File: config.mk
export PLATFORM = sky130hd
export DESIGN_NAME = frame_source
export DESIGN_NICKNAME = d
export VERILOG_FILES = /design/src/rtl/frame_source.sv
export SDC_FILE = /design/constraint.sdc
export NUM_CORES = 1
export LEC_CHECK = 0
export BUFFER_PORTS_ARGS = -buffer_cell sky130_fd_sc_hd__buf_2
export CELL_PAD_IN_SITES_DETAIL_PLACEMENT = 2
export CELL_PAD_IN_SITES_GLOBAL_PLACEMENT = 2
export CORE_ASPECT_RATIO = 1.75
export CORE_MARGIN = 5
export CORE_UTILIZATION = 41
export DETAILED_ROUTE_END_ITERATION = 7
export PLACE_DENSITY = 0.78
export SYNTH_ARGS = -nofsm -noshare
export SYNTH_HDL_FRONTEND = slang
export SYNTH_SLANG_ARGS = --single-unit
File: constraint.sdc
create_clock -name clk -period 6.5 [get_ports clk]
set_input_delay 1.625 -clock clk [delete_from_list [all_inputs] [get_ports clk]]
set_output_delay 1.625 -clock clk [all_outputs]
set_load 0.02 [all_outputs]
File: src/rtl/frame_source.sv
`timescale 1ns/1ps
// frame_source: streams 4-bit gray pixels from a byte-packed frame buffer
// (2 pixels/byte, low nibble first) into a VGA reader through a 2-byte FIFO.
// Ports: clk, rst_n (async low); next_pixel_in / frame_reset_in strobes
// (asynchronous, synchronized here); pixel_out / pixel_valid / underrun to
// the reader; mem_req / mem_addr / mem_ack / mem_rdata byte read port.
module frame_source #(
   parameter int H_PIXELS = 160,
   parameter int V_PIXELS = 120,
   parameter int ADDR_W   = 14
) (
   input  logic              clk,
   input  logic              rst_n,
   input  logic              next_pixel_in,
   input  logic              frame_reset_in,
   output logic [3:0]        pixel_out,
   output logic              pixel_valid,
   output logic              underrun,
   output logic              mem_req,
   output logic [ADDR_W-1:0] mem_addr,
   input  logic              mem_ack,
   input  logic [7:0]        mem_rdata
);
   localparam int NBYTES = H_PIXELS * V_PIXELS / 2;
   localparam logic [ADDR_W-1:0] LAST_ADDR = ADDR_W'(NBYTES - 1);

   logic [2:0]        np_sync_q, np_sync_d;
   logic [2:0]        fr_sync_q, fr_sync_d;
   logic [1:0]        warm_q, warm_d;
   logic              adv_q, adv_d;
   logic              rst_ev_q, rst_ev_d;
   logic [7:0]        fifo_q [2];
   logic [7:0]        fifo_d [2];
   logic              head_q, head_d;
   logic [1:0]        cnt_q, cnt_d;
   logic              phase_q, phase_d;
   logic              under_q, under_d;
   logic              req_q, req_d;
   logic              stale_q, stale_d;
   logic [ADDR_W-1:0] addr_q, addr_d;
   logic [ADDR_W-1:0] req_addr_q, req_addr_d;

   logic ack, restart, advance, has_data, pop, push, wr_slot;
   logic [7:0] head_byte;

   always_comb begin
      // Shift chain: [0],[1] synchronize, [2] holds the previous sample.
      np_sync_d = {np_sync_q[1:0], next_pixel_in};
      fr_sync_d = {fr_sync_q[1:0], frame_reset_in};
      // Edge detection is held off until the chain has refilled after reset,
      // so a strobe already high at release is not seen as a new edge.
      warm_d    = (warm_q == 2'd3) ? warm_q : warm_q + 2'd1;
      adv_d     = (warm_q == 2'd3) & np_sync_q[1] & ~np_sync_q[2];
      rst_ev_d  = (warm_q == 2'd3) & fr_sync_q[1] & ~fr_sync_q[2];

      ack      = req_q & mem_ack;
      restart  = rst_ev_q;
      advance  = adv_q & ~restart;
      has_data = (cnt_q != 2'd0);
      pop      = advance & has_data & phase_q;
      push     = ack & ~stale_q & ~restart;
      wr_slot  = head_q ^ cnt_q[0];

      fifo_d = fifo_q;
      if (push) fifo_d[wr_slot] = mem_rdata;
      head_d  = head_q ^ pop;
      cnt_d   = cnt_q + {1'b0, push} - {1'b0, pop};
      phase_d = (advance & has_data) ? ~phase_q : phase_q;
      under_d = under_q | (advance & ~has_data);
      addr_d  = addr_q;
      if (push) addr_d = (addr_q == LAST_ADDR) ? '0 : addr_q + ADDR_W'(1);
      stale_d = ack ? 1'b0 : stale_q;

      if (restart) begin
         cnt_d   = 2'd0;
         phase_d = 1'b0;
         under_d = 1'b0;
         addr_d  = '0;
         // An in-flight read must still complete; its data is dropped.
         stale_d = req_q & ~ack;
      end

      req_d      = req_q;
      req_addr_d = req_addr_q;
      if (!(req_q && !ack)) begin
         req_d      = (cnt_d != 2'd2);
         req_addr_d = req_d ? addr_d : req_addr_q;
      end
   end

   always_ff @(posedge clk or negedge rst_n) begin
      if (!rst_n) begin
         np_sync_q  <= '0;
         fr_sync_q  <= '0;
         warm_q     <= '0;
         adv_q      <= 1'b0;
         rst_ev_q   <= 1'b0;
         fifo_q[0]  <= '0;
         fifo_q[1]  <= '0;
         head_q     <= 1'b0;
         cnt_q      <= '0;
         phase_q    <= 1'b0;
         under_q    <= 1'b0;
         req_q      <= 1'b0;
         stale_q    <= 1'b0;
         addr_q     <= '0;
         req_addr_q <= '0;
      end else begin
         np_sync_q  <= np_sync_d;
         fr_sync_q  <= fr_sync_d;
         warm_q     <= warm_d;
         adv_q      <= adv_d;
         rst_ev_q   <= rst_ev_d;
         fifo_q     <= fifo_d;
         head_q     <= head_d;
         cnt_q      <= cnt_d;
         phase_q    <= phase_d;
         under_q    <= under_d;
         req_q      <= req_d;
         stale_q    <= stale_d;
         addr_q     <= addr_d;
         req_addr_q <= req_addr_d;
      end
   end

   assign head_byte   = fifo_q[head_q];
   assign pixel_out   = has_data ? (phase_q ? head_byte[7:4] : head_byte[3:0])
                                 : 4'h0;
   assign pixel_valid = has_data;
   assign underrun    = under_q;
   assign mem_req     = req_q;
   assign mem_addr    = req_addr_q;

endmodule
Yosys cells after proc, flatten, opt, wreduce, memory -nomap -nowiden
Index checks and enable logic that the tools add are counted.
{"block": "word_totals", "reg_bits": 61, "in_bits": 13, "out_inout_bits": 21, "wordCells": 74}
{"block": "classes", "n_addsub": 4, "n_lt_le_gt_ge": 3, "eq_ne": 3, "n_mux": 17, "bitwise_logic": 25, "n_reduce_logical": 7}
{"cell": "$mux 14", "count": 3}
{"cell": "$mux 8", "count": 4}
{"cell": "$bwmux 16", "count": 1}
{"cell": "$add 14x1->14 const B", "count": 1}
{"cell": "$eq 14x14->1 const B", "count": 1}
{"cell": "$and 1x1->1", "count": 12}
{"cell": "$demux 8 s1", "count": 1}
{"cell": "$mux 4", "count": 2}
{"cell": "$not 1->1", "count": 8}
{"cell": "$reduce_bool 2->1", "count": 3}
{"cell": "$mux 1", "count": 5}
{"cell": "$ge 2x2->1 const B", "count": 2}
{"cell": "$not 1->2", "count": 2}
{"cell": "$add 2x1->2", "count": 1}
{"cell": "$add 2x1->2 const B", "count": 1}
{"cell": "$eq 2x2->1 const B", "count": 1}
{"cell": "$logic_and 1x1->1", "count": 2}
{"cell": "$lt 2x1->1 const B", "count": 1}
{"cell": "$mux 2", "count": 1}
{"cell": "$ne 2x2->1 const B", "count": 1}
{"cell": "$reduce_and 2->1", "count": 1}
{"cell": "$sub 2x1->2", "count": 1}
{"cell": "$xor 1x1->1", "count": 2}
{"cell": "$logic_not 1->1", "count": 1}
{"cell": "$or 1x1->1", "count": 1}

Logic depth before layout (Yosys ltp)
Gate-level depths: netlist (run 1).
{"block": "depth", "depth_word": 8, "depth_mapped": 13, "mapped_depth_nobuf": 12}

Worst setup path before layout (run 1)
Ideal clock, no wire load.
{"block": "synth_path", "path_type": "input to register", "startpoint": "input mem_ack", "endpoint": "register req_addr_q[3], in the netlist mem_addr[3]", "setup_ps": 125, "arrival_ps": 3696, "required_time_ps": 6375, "setup_slack_ps": 2679, "path_stages": 11, "n_path_buf": 1, "cell_sequence": "nand2_1 > nor3_4 > inv_2 > ha_1 > inv_1 > ha_1 > xor2_1 > xnor2_1 > o31ai_1 > buf_2 > mux2_2"}
{"block": "synth_via", "elab_chain_len": 8, "word_cells_on_any_way": 13, "cone_classes": "add/sub (2); eq/ne (1); mux (3); bitwise (4); reduce/logical (3)"}
{"element": "start: declaration", "line": "21", "rtl": "input logic mem_ack,"}
{"element": "$and 1x1->1 *", "line": "56", "rtl": "ack = req_q & mem_ack;"}
{"element": "$and 1x1->1 (2 in a row)", "line": "61", "rtl": "push = ack & ~stale_q & ~restart;"}
{"element": "$add 2x1->2", "line": "67", "rtl": "cnt_d = cnt_q + {1'b0, push} - {1'b0, pop};"}
{"element": "$sub 2x1->2", "line": "67"}
{"element": "$mux 2", "line": "74", "rtl": "if (restart) begin"}
{"element": "$ne 2x2->1", "line": "86", "rtl": "req_d = (cnt_d != 2'd2);"}
{"element": "$reduce_and 2->1 (no source line)"}
{"element": "end signal: assignment", "line": "122", "rtl": "req_addr_q <= req_addr_d;"}
{"element": "end: declaration", "line": "41", "rtl": "logic [ADDR_W-1:0] req_addr_q, req_addr_d;"}
Mark *: on every way between the ends. The rest lies on a longest branch, timed or not.
A chain may end at the register's enable or synchronous reset.

Worst setup path after layout (run 1)
{"block": "layout_path", "startpoint": "input mem_ack", "endpoint": "register req_addr_q[0], in the netlist mem_addr[0]"}
Same word-level chain as after synthesis.

==> summary.md, run 1 <==
| Metric | Value |
|---|---|
| Setup crit end kind | register |
| First-pass DRT Iterations | 3 |
| Worst min path class | register to register |
| Primary FF master, synth | dfrtp_1 |
| Max frequency | 0.271 GHz |
| DRT antenna net count | 0 |
| Hold-fix buffers at CTS | 0 |
| Worst Skew | 0.00947 ns |
| CTS buffer count | 9 |
| Sequential Power Share | 0.425 |
| FFs w/ async S/R, synth | 1.00 |
| Area grow syn2layout | 17.6% |
| Row cnt | 38 |
| H-tree depth | 3 |
| Hold Crit Start | fr_sync_q[0] |
| Post-CTS Setup Bufs | 0 |
| First-pass GRT wire length | 10600 um |
| Hold depth | 0 |
| Synthesized instance count | 208 |
| Worst EP required | around 6.7 ns |
| Slew headroom | 0.481 |
| Final setup fails | 0 |
| Mapped cell area | 2610 um2 |
| Port bufs | 33 |
| Top cell family by delay on the critical path | buffers and inverters |
| CP arrival | 3.92 ns |
| Fillers | 658 |
| Initial antenna violation count | 0 |
| Reg2Reg Launch Point | cnt_q[0] |
| CTS root buffer | clkbuf_8 |
| Starting Density | 0.422 |
| Post-synthesis sequential area ratio | 0.585 |
| Hold slack final | 0.352 ns |
| Area after DPL | 2860 um2 |
| GR Util All Layers | 0.176 |
| Outcome | completed |
| FF+latch count, synth | 61 |
| Drt wl/cell | 18.6 um |
| Post-route cell area | 3070 um2 |
| Post-layout util | 0.497 |
| CP max stage delay | 0.37 ns |
| Net Sw Power | between 400 and 500 uW |
| Critical path class | input pin to register |
| Clk pwr share | 0.288 |
| CP max FO | 22 |
| Num ports | 34 |
| Hold EP | fr_sync_q[1] |
| Die height | 116 um |
| Max cap viols | 0 |
| Cell Count Post-Placement | between 300 and 400 |
| Antenna fix cells | 0 |
| Syn_nets | 225 |
| CTS tree | yes |
| Final Net Count | between 200 and 300 |
| Die ar. | ~8100 um2 |
| Via count of the routed design | 1719 |
| Post-DP HPWL | 4260 um |
| Final hold violation count | 0 |
| Max-slew violations | 0 |
| Int Pwr | 856 uW |
| Multi-input gate area | 1040 um2 |
| VDD IR-drop max | 225 uV |
| Reg2Reg Depth | 12 |
| Cell with the largest stage delay on the worst path | mux2_2 |
| GP Congestion | 0.807 |
| R2R Path End | mem_addr[0] |
| Drt initial violations | around 110 |
| Sequential cell area | 1530 um2 |
| DRC viols | 0 |
| Cells along the critical path | buf_2, nand2_1, nor3_4, inv_2, ha_1, inv_1, ha_1, xor2_1, xnor2_1, o31ai_2, buf_4, mux2_2 |
| Period Utilization, post-route | 0.568 |
| PwrDens | 411 nW/um2 |
| Setup TNS | 0 ns |
| Vias per cell | roughly 5.2 |
| RSZ-0062 raised after global routing | no |
| Switching portion of total power | 0.321 |
| Startpoint types | input pin |
| Layout cell share with drive strength beyond 1 | 0.329 |
| EDFF count, synth | 0 |
| Warnings, synthesis | 0 |
| Buffers and inverters on the worst path | 4 |
| CTS clock-pin slew for the worst setup and hold paths | approximately 0.06 ns |
| Worst-Margin Slew | 0.778 ns |
| Largest net degree at the start of global routing | slightly above 60 |
| Clk_lat worst skew | 0.35 ns |
| CTS resizes | 0 |
| Vias in the first global route | a little over 2000 |
| Post-Syn Area per Cell | 12.5 um2 |
| Reg2reg setup slack | 3.45 ns |
| Final min period | roughly 3.7 ns |
| Grt ovf | 0 |
| Cell mode on critical path | ha_1 |
| Combinational share of power | 0.287 |
| Core box area | 6180 um2 |
| Max clock buf depth | 2 |
| Sink Count | 61 |
| WL final | about 6200 um |
| Count of cell types in the netlist | 34 |
| Fin cells | about 330 |
| Static leakage | ~1.4 nW |
| Die width | 70.3 um |
-- per-stage QoR --
| step | setup WS [ns] | total power, mW |
|---|---|---|
| 2_1_floorplan | 2.68 | 0.786 |
| 3_3_place_gp | 2.63 | 0.882 |
| 3_5_place_dp | 2.43 | 0.902 |
| 4_1_cts | 2.77 | 1.28 |
| 5_1_grt | 2.60 | 1.34 |
| 6_report | 2.81 | 1.26 |
-- layout make-up --
class,count,area share
clock inverter,5,0.0245
inverter,4,0.00489
timing repair buffer,35,0.0587
multi-input combinational,136,0.339
tap,80,0.0326
sequential,61,0.497
clock buffer,11,0.0428
-- cells in the final DEF, fill, tap and decap left out, drive strengths merged, types with 5 or more instances in the layout --
master and instances:
nand2 20, clkbuf 11, nor3 5, buf 35, nand3 6, dfrtp 61
nor2b 7, nor2 21, xnor2 9, mux2 23, xor2 10, o31ai 8
-- synth_stat cells, types with 2 or more instances --
cell,number,area [um2]
o31ai_1,8,60.1
buf_2,3,15.0
nor4_1,3,18.8
dfrtp_1,61,1530
nand2_1,20,75.1
a21oi_1,2,10.0
xor2_1,10,87.6
nor3_1,3,15.0
nand3_1,6,30.0
clkbuf_1,2,7.51
nor2b_1,7,43.8
nand4_1,3,18.8
nor2_1,21,78.8
ha_1,4,50.1
xnor2_1,9,78.8
mux2_2,23,259
inv_1,3,11.3
mux4_2,4,90.1
-- flip-flops by register name, indices dropped and copies added, names as in the netlist --
name and flops:
phase_q 1, fr_sync_q 3, fifo_q 16, mem_req 1, addr_q 14, mem_addr 14
head_q 1, underrun 1, cnt_q 2, restart 1, adv_q 1, stale_q 1
warm_q 2, np_sync_q 3
-- logic make-up after synthesis --
| group | count (synthesis) | synth area share |
|---|---|---|
| xor+xnor | 19 | 0.0638 |
| simple gates | 72 | 0.140 |
| compound gates | 13 | 0.0369 |
| mux | 28 | 0.138 |
| flops | 61 | 0.585 |
| buf+inv | 11 | 0.0177 |
| fa+ha+maj | 4 | 0.0192 |
-- routing by layer --
layer,vias to the layer above,track usage,share of wire
met3,11,0.0477,0.037
met4,0,0.0921,0.025
met5,-,0,0
met2,36,0.308,0.56
li1,794,-,-
met1,878,0.193,0.38
-- worst max path at each step --
stage | start | depth (start not counted) | slack [ns] | to
after floorplan | mem_ack | 11 | 2.68 | mem_addr[3]
after CTS | mem_ack | 12 | 2.77 | mem_addr[0]
after global placement | mem_ack | 12 | 2.63 | mem_addr[0]
after global routing | mem_ack | 12 | 2.60 | mem_addr[3]
final | mem_ack | 12 | 2.81 | mem_addr[0]
after detailed placement | mem_ack | 12 | 2.43 | mem_addr[0]
-- power by group through the flow --
stage               Combinational, mW  Sequential [mW]  Clock [mW]
finish                          0.361            0.536       0.363
global route                    0.398            0.550       0.394
CTS                             0.369            0.539       0.376
detailed placement              0.361            0.541           0
global placement                0.347            0.534           0
floorplan                       0.264            0.522           0
(Power assumes the default switching activity.)
==> run 2, diff against run 1 <==
--- a/config.mk
+++ b/config.mk
@@ -5,14 +5,15 @@
 export SDC_FILE = /design/constraint.sdc
 export NUM_CORES = 1
 export LEC_CHECK = 0
+export ABC_AREA = 1
 export BUFFER_PORTS_ARGS = -buffer_cell sky130_fd_sc_hd__buf_2
 export CELL_PAD_IN_SITES_DETAIL_PLACEMENT = 2
 export CELL_PAD_IN_SITES_GLOBAL_PLACEMENT = 2
 export CORE_ASPECT_RATIO = 1.75
 export CORE_MARGIN = 5
-export CORE_UTILIZATION = 41
+export CORE_UTILIZATION = 35
 export DETAILED_ROUTE_END_ITERATION = 7
-export PLACE_DENSITY = 0.78
+export PLACE_DENSITY = 0.75
 export SYNTH_ARGS = -nofsm -noshare
 export SYNTH_HDL_FRONTEND = slang
 export SYNTH_SLANG_ARGS = --single-unit
==> constraint.sdc (replaced) <==
create_clock -name clk -period 3.7 [get_ports clk]
set_input_delay 0.925 -clock clk [delete_from_list [all_inputs] [get_ports clk]]
set_output_delay 0.925 -clock clk [all_outputs]
set_load 0.02 [all_outputs]
==> run 2 against run 1 <==
Sequential power grew 73%. Clock skew shrank 0.0036 ns. Power grew 99%. Synthesized cell count grew 60%. Final cell count grew 41%. Global-route usage grew 0.20 points. Worst setup slack lost 1.9 ns. Count of clock-buffer cells in the layout grew 1.
==> summary.md, run 2 <==
| Metric | Value |
|---|---|
| Die width | just under 80 um |
| Critical path class | register to register |
| Die height | 130 um |
| Warnings, synthesis | 0 |
| Slew headroom | 0.417 |
| Grt ovf | 0 |
| CTS tree | yes |
| Max clock buf depth | 2 |
| Outcome | completed |
| Syn_nets | 350 |
| CP max stage delay | 0.57 ns |
| Die ar. | 10200 um2 |
| Cells along the critical path | inv_6, nand3_1, nor2_1, ha_1, inv_1, ha_1, nand3_1, nand3_1, nor2_1, nor2_1, nand3_1, nand2_1 |
| FFs w/ async S/R, synth | 1.00 |
| Drt initial violations | 65 |
| CTS clock-pin slew for the worst setup and hold paths | 0.05 ns |
| GR peak layer | met2 |
| Core box area | between 7000 and 8000 um2 |
| Post-DP HPWL | 5910 um |
| Int Pwr | 1.65 mW |
| Startpoint types | register |
| Combinational share of power | 0.266 |
| Hold-fix buffers at CTS | 0 |
| Sink Count | 61 |
| Primary FF master, synth | dfrtp_1 |
| Post-synth top area cell | dfrtp_1 |
| Max frequency | about 0.36 GHz |
| RSZ-0062 raised after global routing | no |
| Count of cell types in the netlist | 27 |
| Max-slew violations | 0 |
| Final setup fails | 0 |
| Fillers | 919 |
| CTS buffer count | 9 |
| Initial antenna violation count | 0 |
| Biggest register | fifo_q |
| Top cells by area, synth | dfrtp_1 53%, nand2_1 11%, nor2_1 5.7% |
| Post-synthesis sequential area ratio | 0.531 |
| Antenna fix cells | 0 |
| Synth top cells by count | 86 x nand2_1, 61 x dfrtp_1, 44 x nor2_1 |
| WL final | 7950 um |
| Worst Skew | slightly below 0.006 ns |
| M3 GR Usage | 0.0401 |
| Switching portion of total power | 0.341 |
| Worst min path class | register to register |
| H-tree depth | 3 |
| Synthesized instance count | 333 |
| Largest net degree at the start of global routing | 38 |
| Cell with the largest stage delay on the worst path | dfrtp_1 |
| Synth top area share | 0.531 |
| Setup TNS | 0 ns |
| Most frequent cells in the layout | 86 x nand2_1, 61 x dfrtp_1, 44 x nor2_1, 42 x inv_1, 33 x buf_2 |
| Post-layout util | 0.434 |
| DRC viols | 0 |
| Starting Density | 0.361 |
| CP arrival | 3.02 ns |
| Mapped cell area | 2880 um2 |
| Static leakage | around 1.8 nW |
| Vias per cell | 5.03 |
| Area grow syn2layout | 20.0% |
| CTS resizes | 0 |
| Count leader, synth | nand2_1 |
| CTS root buffer | clkbuf_16 |
| Clk pwr share | 0.365 |
| CP max FO | 8 |
| VDD IR-drop max | 440 uV |
| PwrDens | 727 nW/um2 |
| Post-CTS Setup Bufs | 0 |
| Final min period | roughly 2.8 ns |
| Num ports | 34 |
| Drt wl/cell | 16.9 um |
| Sequential Power Share | 0.369 |
| FF+latch count, synth | between 60 and 70 |
| DRT antenna net count | 0 |
| EDFF count, synth | 0 |
| Net Sw Power | ~860 uW |
| Largest register FFs | 16 |
| Post-Syn Area per Cell | between 8 and 9 um2 |
| Worst-Margin Slew | 0.875 ns |
| Vias in the first global route | 2887 |
| Cell mode on critical path | nand3_1 |
| Setup crit end kind | register |
| First-pass DRT Iterations | 4 |
| Port bufs | 33 |
| Leading cell type in the layout, fill and taps excluded | nand2_1 |
| Clk_lat worst skew | ~0.33 ns |
| Row cnt | 43 |
| Final Net Count | a little under 400 |
| GR Util All Layers | 0.178 |
| Via count of the routed design | 2357 |
| Max cap viols | 0 |
| Layout cell share with drive strength beyond 1 | 0.193 |
| First-pass GRT wire length | 13700 um |
| Period Utilization, post-route | 0.744 |
| Final hold violation count | 0 |
| GP Congestion | 0.860 |
| Met2 Resource Use GR | 0.370 |
| Grt met1 use | 0.157 |
| Worst EP required | a little under 4 ns |
[run 2: changes by cell type in the layout (fill, tap and decap cells not counted), moves of 8 or more]
cell and change:
nand2_1 +66, mux2_2 -22, o21ai_0 +25, nand3_1 +11, inv_1 +39, nor2_1 +23
o21ai_2 +8, clkbuf_16 +9
[run 2: final timing paths]
| kind | endpoint | slack, ns | cells after the start | start |
|---|---|---|---|---|
| max in group asynchronous | fr_sync_q[0] | 2.26 | 2 | rst_n |
| max | mem_addr[9] | 0.95 | 12 | restart |
| max reg2reg | mem_addr[9] | 0.95 | 12 | restart |
| min | np_sync_q[1] | 0.35 | 0 | np_sync_q[0] |
| min in group asynchronous | addr_q[10] | 0.71 | 1 | rst_n |
| min reg2reg | np_sync_q[1] | 0.35 | 0 | np_sync_q[0] |
[run 2: power groups by stage]
stage	Sequential, mW	Combinational [mW]	Clock (mW)
2_1_floorplan	0.912	0.470	0
6_report	0.928	0.667	0.916
3_5_place_dp	0.937	0.670	0
4_1_cts	0.934	0.689	0.938
5_1_grt	0.951	0.758	0.976
3_3_place_gp	0.935	0.645	0
[run 2: logic make-up (layout without fill, tap and decap cells)]
group | after synthesis | after routing | synth area share
multiplexers | 1 | 1 | 0.00391
AND/OR/NAND/NOR | 165 | 165 | 0.254
flip-flops | 61 | 61 | 0.531
buffers and inverters | 50 | 96 | 0.0783
XOR/XNOR | 7 | 7 | 0.0213
AO/OA/AOI/OAI | 45 | 45 | 0.0940
adder cells (fa/ha/maj) | 4 | 4 | 0.0174
[run 2: worst max-delay path: cells and delay by family, from the launching register on]
kind                       cells  cell delay (ns)
and+or+nand+nor                8             1.36
DFF                            1             0.57
adders and majority gates      2             0.46
buffers and inverters          2             0.28
[run 2: final cells by class]
cell class,count,area (um2),area share
Multi-Input combinational cell,222,1120,0.326
Sequential cell,61,1530,0.442
Clock buffer,12,256,0.0743
Clock inverter,4,70.1,0.0203
Inverter,43,166,0.0482
Timing Repair Buffer,37,195,0.0565
Tap cell,90,113,0.0326
[run 2: layer usage]
metal / up-vias / share of wire
met1: 1193 / 0.33
met5: - / 0
met3: 14 / 0.021
met4: 0 / 0.025
li1: 1123 / -
met2: 27 / 0.62
[run 2: per-stage QoR]
| stage | area, um2 | hold slack, ns | setup WS (ns) | cells | power [mW] |
|---|---|---|---|---|---|
| 2_1_floorplan | 2880 | 0.331 | 1.24 | 333 | 1.38 |
| 3_3_place_gp | 3130 | 0.336 | 0.961 | 453 | 1.58 |
| 3_5_place_dp | 3130 | 0.340 | 0.826 | 453 | 1.61 |
| 4_1_cts | 3450 | 0.352 | 0.899 | 469 | 2.56 |
| 5_1_grt | 3450 | 0.358 | 0.678 | 469 | 2.68 |
| 6_report | 3450 | 0.354 | 0.946 | 469 | 2.51 |
